==> src/rtl/stream_demux_pkg.sv <==
// Shared types for the stream demultiplexer: FSM state encoding.
// Latency: n/a (types only).
// Backpressure: n/a (types only).
package stream_demux_pkg;

    localparam int STATE_W = 2;

    // IDLE  : waiting for the first beat of a packet
    // ROUTE : locked onto cur_sel until the last beat is accepted
    // DROP  : swallowing a packet whose first beat carried an unused select
    typedef enum logic [STATE_W-1:0] {
        IDLE  = 2'd0,
        ROUTE = 2'd1,
        DROP  = 2'd2
    } state_t;

endpackage

==> src/rtl/stream_demux_chreg.sv <==
// Single-entry output register (data, last, valid) for one demux channel.
// Latency: 1 cycle, beat accepted at edge k is presented from cycle k+1.
// Backpressure: in_ready = empty || out_ready, so full throughput while drained.
//
// Ports:
//   clk, rst_n                  clock, async active-low reset
//   in_data/in_last/in_valid    beat offered by the demux core
//   in_ready                    register can take a beat this cycle
//   out_data/out_last/out_valid registered beat towards the consumer
//   out_ready                   consumer takes the beat this cycle
module stream_demux_chreg #(
    parameter int DATA_W = 8
) (
    input  logic              clk,
    input  logic              rst_n,
    input  logic [DATA_W-1:0] in_data,
    input  logic              in_last,
    input  logic              in_valid,
    output logic              in_ready,
    output logic [DATA_W-1:0] out_data,
    output logic              out_last,
    output logic              out_valid,
    input  logic              out_ready
);

    logic load;

    // Loading into a register that drains in the same cycle keeps one
    // beat per cycle flowing without a second storage slot.
    assign in_ready = !out_valid || out_ready;
    assign load     = in_valid && in_ready;

    always_ff @(posedge clk or negedge rst_n) begin
        if (!rst_n) begin
            out_valid <= 1'b0;
            out_last  <= 1'b0;
            out_data  <= '0;
        end else if (load) begin
            out_valid <= 1'b1;
            out_last  <= in_last;
            out_data  <= in_data;
        end else if (out_ready) begin
            out_valid <= 1'b0;
        end
    end

endmodule

==> src/rtl/stream_demux.sv <==
// 1-to-NCH packet demux: select sampled on first beat, held until last beat.
// Latency: 1 cycle through a per-channel output register.
// Backpressure: s_ready follows the target channel's register; drops always ready.
//
// Ports:
//   clk, rst_n        clock, async active-low reset (s_ready held low in reset)
//   s_data/s_sel/s_last/s_valid/s_ready   single input stream
//   m_data/m_last/m_valid/m_ready         NCH output streams, channel i at
//                                         m_data[i*DATA_W +: DATA_W]
//   err_cnt           saturating count of dropped packets, present only when
//                     STREAM_DEMUX_ERRCNT_EN is defined
module stream_demux
    import stream_demux_pkg::*;
#(
    parameter  int DATA_W = 8,
    parameter  int NCH    = 4,
    parameter  int ERR_W  = 8,
    localparam int SEL_W  = $clog2(NCH)
) (
    input  logic                  clk,
    input  logic                  rst_n,
    input  logic [DATA_W-1:0]     s_data,
    input  logic [SEL_W-1:0]      s_sel,
    input  logic                  s_last,
    input  logic                  s_valid,
    output logic                  s_ready,
    output logic [NCH*DATA_W-1:0] m_data,
    output logic [NCH-1:0]        m_last,
    output logic [NCH-1:0]        m_valid,
    input  logic [NCH-1:0]        m_ready
`ifdef STREAM_DEMUX_ERRCNT_EN
    ,
    output logic [ERR_W-1:0]      err_cnt
`endif
);

    // One extra bit so the comparison also works when NCH is a power of two.
    localparam logic [SEL_W:0] NCH_CMP = (SEL_W+1)'(NCH);

    state_t           state, state_nxt;
    logic [SEL_W-1:0] cur_sel, cur_sel_nxt;
    logic [SEL_W-1:0] tgt;
    logic [NCH-1:0]   tgt_oh;
    logic [NCH-1:0]   ch_in_vld;
    logic [NCH-1:0]   ch_in_rdy;
    logic             sel_ok;
    logic             fwd;
    logic             acc;

    // NCH below two has no meaning for a demux; an empty named scope makes a
    // bad configuration visible in the elaborated hierarchy.
    if (NCH < 2 || ERR_W < 1) begin : g_cfg_invalid
    end

    // Target decode: the live select only matters on a packet's first beat.
    always_comb begin
        sel_ok = ({1'b0, s_sel} < NCH_CMP);
        tgt    = (state == ROUTE) ? cur_sel : s_sel;
        fwd    = (state == ROUTE) || ((state == IDLE) && sel_ok);
        tgt_oh = '0;
        for (int i = 0; i < NCH; i++) begin
            tgt_oh[i] = (tgt == SEL_W'(i));
        end
    end

    // Dropped beats never wait for a channel; forwarded beats wait only for
    // their own target, so a stalled channel cannot block other packets.
    assign s_ready   = rst_n && (fwd ? |(tgt_oh & ch_in_rdy) : 1'b1);
    assign acc       = s_valid && s_ready;
    assign ch_in_vld = {NCH{s_valid && fwd}} & tgt_oh;

    always_ff @(posedge clk or negedge rst_n) begin
        if (!rst_n) begin
            state   <= IDLE;
            cur_sel <= '0;
        end else begin
            state   <= state_nxt;
            cur_sel <= cur_sel_nxt;
        end
    end

    always_comb begin
        state_nxt   = state;
        cur_sel_nxt = cur_sel;
        case (state)
            IDLE: begin
                if (acc) begin
                    cur_sel_nxt = s_sel;
                    // A single-beat packet leaves the FSM in IDLE.
                    if (!s_last) begin
                        state_nxt = sel_ok ? ROUTE : DROP;
                    end
                end
            end
            ROUTE, DROP: begin
                if (acc && s_last) begin
                    state_nxt = IDLE;
                end
            end
            default: state_nxt = IDLE;
        endcase
    end

`ifdef STREAM_DEMUX_ERRCNT_EN
    // Counts packets, not beats: only the first beat of a dropped packet.
    always_ff @(posedge clk or negedge rst_n) begin
        if (!rst_n) begin
            err_cnt <= '0;
        end else if (acc && (state == IDLE) && !sel_ok && (err_cnt != '1)) begin
            err_cnt <= err_cnt + ERR_W'(1);
        end
    end
`endif

    for (genvar i = 0; i < NCH; i++) begin : g_ch
        stream_demux_chreg #(
            .DATA_W (DATA_W)
        ) u_chreg (
            .clk       (clk),
            .rst_n     (rst_n),
            .in_data   (s_data),
            .in_last   (s_last),
            .in_valid  (ch_in_vld[i]),
            .in_ready  (ch_in_rdy[i]),
            .out_data  (m_data[i*DATA_W +: DATA_W]),
            .out_last  (m_last[i]),
            .out_valid (m_valid[i]),
            .out_ready (m_ready[i])
        );
    end

endmodule

==> config.mk <==
export PLATFORM = sky130hd
export DESIGN_NAME = stream_demux
export DESIGN_NICKNAME = d
export VERILOG_FILES = /design/src/rtl/stream_demux_pkg.sv /design/src/rtl/stream_demux_chreg.sv /design/src/rtl/stream_demux.sv
export SDC_FILE = /design/constraint.sdc
export NUM_CORES = 1
export LEC_CHECK = 0
export CAP_MARGIN = 20
export CORE_MARGIN = 2
export CORE_UTILIZATION = 46
export CTS_BUF_LIST = sky130_fd_sc_hd__clkbuf_4 sky130_fd_sc_hd__clkbuf_8 sky130_fd_sc_hd__clkbuf_16
export CTS_CLUSTER_DIAMETER = 200
export CTS_CLUSTER_SIZE = 20
export DETAILED_ROUTE_END_ITERATION = 6
export HOLD_SLACK_MARGIN = 0.1
export PLACE_DENSITY = 0.74
export SYNTH_ARGS = -nofsm -noshare
export SYNTH_HDL_FRONTEND = slang
export SYNTH_HIERARCHICAL = 1
export SYNTH_SLANG_ARGS = --single-unit
==> constraint.sdc <==
create_clock -name clk -period 2.7 [get_ports clk]
set_clock_uncertainty 0.15 [all_clocks]
set_input_delay 0.675 -clock clk [delete_from_list [all_inputs] [get_ports clk]]
set_output_delay 0.675 -clock clk [all_outputs]
set_load 0.01 [all_outputs]
==> flow_summary.toml, run 1 <==
[power]
p_leak_nw = 1.36
vdd_drop_max_mv = 0.643
p_switching_w = 0.000955
p_int_w = 0.00232
p_per_area_mw_per_mm2 = 1160
p_clk_frac = 0.154
swShare = 0.292
seq_power_share = 0.355
p_comb_frac = 0.491

[detailed_routing]
routed_wl_um = 4150
dr_total_vias = 1202
drc = 0
drtAntennaViolNets = 0
first_pass_iters = 4
drt-vias-per-instance = 4.89
dr.first_iter.drc_count = 67
wl_per_cell_um = 16.9

[synth]
ys_types = 20
synthTopCellsByArea = "dfrtp_1 (55%), mux2_4 (28%), nand2_8 (4.1%), nand2b_4 (2.8%), nand2b_1 (1.3%)"
ys_seq_area_frac = 0.547
synth_fa_ha_area_frac = 0
synth_mux_area_frac = 0.321
synth_largest_area_cell = "dfrtp_1"
synth_flop_cell = "dfrtp_1"
synth.cell_area_mm2 = 0.00197
synthCells = 117
synth.avg_cell_area_um2 = 16.8
synth_top_family_by_area = "multiplexers"
yosys_register_bits = 43
synth-compound-area-share = 0.0146
synth_nets = 135
synth_xor_area_frac = 0
ys_warn_count = 6
synth-simple-area-share = 0.107
synth_edf_count = 0
synth_top_area_frac = 0.547
async_flop_share = 1.00

[setup_path]
cp_cell_sequence = "mux2_4 > mux4_2 > and2_4 > buf_6"
cp_slowest_stage_delay_ns = 0.50
crit_type = "flop to output pin"
worstSetupEndpointType = "output pin"
startpoint_type = "flop"
cp_top_family = "multiplexers"
arrival_ns = 1.82
worstPathRequired_ns = 1.88
slowest_stage = "dfrtp_1"
cp_max_fo = 5
cp_num_buf_inv = 1

[placement]
portBuffers = 58
dpl_cell_area_mm2 = 0.00268
gp_congestion = 0.867
place_inst = 236
dp_hpwl_um = 2920
dp_slack_ns = -0.622

[cts]
cts_root_buf = "clkbuf_8"
cts_buffer_depth = 2
numCtsBuffers = 5
path_clk_slew_ns = 0.07
clk_latency_ns = 0.28
numClockSinks = 43
htree_num_levels = 2
cts_tree = "done"

[sta]
grt_setup_unrepaired = "no"
period_needed_ns = 2.64
hold_violations = 0
finalSetupViolCount = 0
relSlewSlack = 0.636
whs_ns = 0.332
fmax_mhz = 378
tightest_slew_ns = 0.546
slew_viol_final = 0
fin_crit_sh = 0.979
finalWorstSetupSlack_ns = 0.0572

[die]
initial_core_util = 0.484
die_area_mm2 = 0.00481
die-width_um = 69.4
io_pins = 59
rows = 23
core_mm2 = 0.00406
die_h_um = 69.4

[finish]
area_growth_pct = 43.0
drive_above_1_share = 0.383
fin_cells = 246
fin_area_mm2 = 0.00281
n_fill_cell = 273
final_nets = 213
final_common_cell = "clkdlybuf4s50_1"
multi_input_area_um2 = 876
layout_common_cells = "clkdlybuf4s50_1 (50), dfrtp_1 (43), mux2_4 (38), buf_4 (14), clkbuf_8 (6)"
regArea_mm2 = 0.00108
antenna_cells = 0

[global_routing]
grt_pass1_vias = 1336
antenna_found_initial = 0
grt.met2_usage = 0.321
grt_pass1_wl_um = 6870
busiest_layer = "met2"
track_usage = 0.184
grt_max_degree = 46
overflow = 0
grt_util_met3 = 0.0363
use_met1 = 0.233

[status]
status = "completed"

[run]
drv_cap = 0

[min_path]
hp-class = "input port to asynchronous set/reset pin"
worst register-to-register path, cell delays in order (launching register included):
cell	delay (ns)
dfrtp_1	0.50
mux2_4	0.34
buf_4	0.14
inv_1	0.05
nand2_1	0.06
nor2_1	0.30
nand2_8	0.17
mux2_4	0.35
power groups by stage:
stage	logic, W	registers [W]	clock network (W)
after floorplan	0.000682	0.00127	0
after global placement	0.00158	0.00115	0
after detailed placement	0.00160	0.00117	0
after CTS	0.00162	0.00117	0.000517
after global routing	0.00169	0.00120	0.000541
final	0.00161	0.00116	0.000503
cell usage after synthesis (2+ instances only):
cell type	n
nor2_1	5
mux2_2	2
mux2_4	37
nand2b_1	4
nand2b_4	4
nand2_1	3
a21oi_1	2
dfrtp_1	43
inv_1	2
nand2_8	4
mux2i_1	2
what timing repair did:
item | 4_1_cts | 5_1_grt
hold buffers | 0 | 0
gates resized for setup | 14 | 1
pin swaps | 1 | 0
endpoints found under the setup margin | 1 | 1
buffers inserted | 2 | 0
final cells by class:
class	instances	area share
flip-flops and latches	43	0.383
multi-input cells	71	0.312
repair buffers	72	0.239
clock buffers	6	0.0294
well taps	50	0.0223
clock inverters	2	0.0125
inverters	2	0.00267
final timing paths:
check | startpoint | end | slack, ns | cells after the start
worst min-delay path | rst_n | g_ch[3].u_chreg/out_last | 0.33 | 2
worst min register to register | g_ch[3].u_chreg/out_data[7] | g_ch[3].u_chreg/out_data[7] | 0.36 | 1
worst max register to register | state[0] | g_ch[2].u_chreg/out_data[6] | 0.54 | 7
max in group asynchronous | rst_n | g_ch[2].u_chreg/out_valid | 1.70 | 2
min in group clk | g_ch[3].u_chreg/out_data[7] | g_ch[3].u_chreg/out_data[7] | 0.36 | 1
worst max-delay path | state[0] | s_ready | 0.06 | 4
flip-flops by register name, summed over array words and instances, names as in the netlist:
name,cells
state,1
cur_sel,2
g_ch.u_chreg/out_data,32
g_ch.u_chreg/out_last,4
g_ch.u_chreg/out_valid,4
layer usage:
metal  up-vias  routed length (um)
li1        562                   -
met1       600                1770
met2        38                2170
met3         2                 183
met4         0                  33
met5         -                   0
stage by stage:
stage | total power, W | util | setup TNS [ns]
final | 0.00327 | 0.693 | 0
after global routing | 0.00343 | 0.693 | 0
after CTS | 0.00331 | 0.694 | 0
after detailed placement | 0.00277 | 0.661 | -0.745
after global placement | 0.00273 | 0.661 | -0.603
after floorplan | 0.00195 | - | 0
logic make-up (layout without fill, tap and decap cells):
| kind of cell | after synthesis | in the layout |
|---|---|---|
| buf+inv | 3 | 82 |
| compound gates | 5 | 5 |
| simple gates | 23 | 23 |
| mux | 43 | 43 |
| flops | 43 | 43 |
No activity file was read; power rests on OpenSTA's default activity.
==> run 2: changes to the inputs <==
--- a/config.mk
+++ b/config.mk
@@ -13,7 +13,9 @@
 export CTS_CLUSTER_SIZE = 20
 export DETAILED_ROUTE_END_ITERATION = 6
 export HOLD_SLACK_MARGIN = 0.1
+export MAX_ROUTING_LAYER = met4
 export PLACE_DENSITY = 0.74
+export SLEW_MARGIN = 30
 export SYNTH_ARGS = -nofsm -noshare
 export SYNTH_HDL_FRONTEND = slang
 export SYNTH_HIERARCHICAL = 1
==> run 2 against run 1 <==
Effect of this change: power about the same; highest routed layer unchanged; design area unchanged; first-iteration DRC count unchanged; final cell count unchanged; maximum frequency stayed put; global-route usage increased by 0.53 points; via count did not move; worst setup slack did not move; worst hold slack did not move; register-to-register slack barely moved.
==> flow_summary.toml, run 2 (same netlist as run 1, synthesis figures left out) <==
[placement]
dp_slack_ns = -0.622
gp_congestion = 0.881
portBuffers = 58
dp_hpwl_um = 2920

[sta]
whs_ns = 0.332
grt_setup_unrepaired = "no"
period_needed_ns = 2.64
hold_violations = 0
finalWorstSetupSlack_ns = 0.0572
fin_tns_setup_ns = 0
finalSetupViolCount = 0
fin_crit_sh = 0.979
fmax_mhz = 378
tightest_slew_ns = 0.546
slew_viol_final = 0
relSlewSlack = 0.636

[power]
vdd_drop_max_mv = 0.643
p_switching_w = 0.000954
p_leak_nw = 1.36
seq_power_share = 0.355
p_clk_frac = 0.154
finalPower_w = 0.00327
p_per_area_mw_per_mm2 = 1160
p_int_w = 0.00232
swShare = 0.292
p_comb_frac = 0.491

[die]
die_area_mm2 = 0.00481
core_mm2 = 0.00406
rows = 23
die_h_um = 69.4
die-width_um = 69.4
initial_core_util = 0.484
io_pins = 59

[finish]
area_growth_pct = 43.0
final_common_cell = "clkdlybuf4s50_1"
drive_above_1_share = 0.383
final_nets = 213
top_register = "g_ch.u_chreg/out_data"
layout_common_cells = "clkdlybuf4s50_1 (50), dfrtp_1 (43), mux2_4 (38), buf_4 (14), clkbuf_8 (6)"
reg.largest.list = "g_ch.u_chreg/out_data: 32 flops, g_ch.u_chreg/out_last: 4 flops, g_ch.u_chreg/out_valid: 4 flops"
utilization = 0.693
largest_reg_flops = 32
antenna_cells = 0

[min_path]
hp-class = "input port to asynchronous set/reset pin"

[setup_path]
cp_max_fo = 5
arrival_ns = 1.82
worstPathRequired_ns = 1.88
reg2reg_depth = 7
reg2reg_from = "state[0]"
rrSetupSlack_ns = 0.54
startpoint_type = "flop"
worst_r2r_endpoint = "g_ch[2].u_chreg/out_data[6]"
worstSetupEndpointType = "output pin"
crit_type = "flop to output pin"

[cts]
cts_tree = "done"
path_clk_slew_ns = 0.07
numCtsBuffers = 5
cts_root_buf = "clkbuf_8"
numClockSinks = 43
cts_hold_buffers = 0
htree_num_levels = 2
clk_latency_ns = 0.28
cts_buffer_depth = 2

[detailed_routing]
routed_wl_um = 4150
dr_total_vias = 1202
wl_per_cell_um = 16.9
first_pass_iters = 4
drtAntennaViolNets = 0
drc = 0
drt-vias-per-instance = 4.89
dr.first_iter.drc_count = 67

[global_routing]
grt_pass1_vias = 1336
overflow = 0
track_usage = 0.189
antenna_found_initial = 0
grt_pass1_wl_um = 6870
grt_max_degree = 46

[run]
drv_cap = 0

[status]
status = "completed"
[run 2: cell counts in the layout (fill, tap and decap cells not counted)]
Identical to the previous run, type by type.
[run 2: repair_timing]
item | 4_1_cts | 5_1_grt
gates resized for setup | 14 | 1
cloned | 0 | 0
pin swaps | 1 | 0
buffers inserted | 2 | 0
setup endpoints to repair | 1 | 1
[run 2: worst max path at each step]
stage | from | endpoint | slack, ns | cells past startpoint
2_1_floorplan | s_sel[0] | s_ready | 0.24 | 3
4_1_cts | s_sel[0] | s_ready | 0.03 | 5
6_report | state[0] | s_ready | 0.06 | 4
3_5_place_dp | s_sel[0] | s_ready | -0.62 | 5
5_1_grt | state[0] | s_ready | 0.007 | 4
3_3_place_gp | s_sel[0] | s_ready | -0.59 | 5
[run 2: layout make-up]
type	instances	area, um^2
clock buffer	6	82.6
inverter	2	7.51
sequential	43	1080
tap	50	62.6
clock inverter	2	35.0
multi-input combinational	71	876
fill	273	1250
timing repair buffer	72	671
[run 2: metrics by stage]
step,cells,instance area [um^2]
CTS,246,2820
detailed placement,236,2680
global route,246,2810
finish,246,2810
global placement,236,2680
floorplan,117,1970
[run 2: worst max-delay path, cell delays in order, from the launching register on]
cell and delay [ns]:
dfrtp_1 0.50, mux2_4 0.34, mux4_2 0.43, and2_4 0.15, buf_6 0.11
[run 2: power groups by stage]
stage | Sequential [W] | Combinational, W | Clock (W)
detailed placement | 0.00117 | 0.00160 | 0
global route | 0.00120 | 0.00169 | 0.000541
CTS | 0.00117 | 0.00162 | 0.000517
floorplan | 0.00127 | 0.000682 | 0
global placement | 0.00115 | 0.00158 | 0
finish | 0.00116 | 0.00161 | 0.000503
[run 2: layer usage]
metal | track usage | vias to the layer above | routed length (um)
met5 | - | - | 0
met4 | 0.0523 | 0 | 33
met3 | 0.0349 | 2 | 177
met2 | 0.321 | 38 | 2170
met1 | 0.234 | 600 | 1770
li1 | - | 562 | -
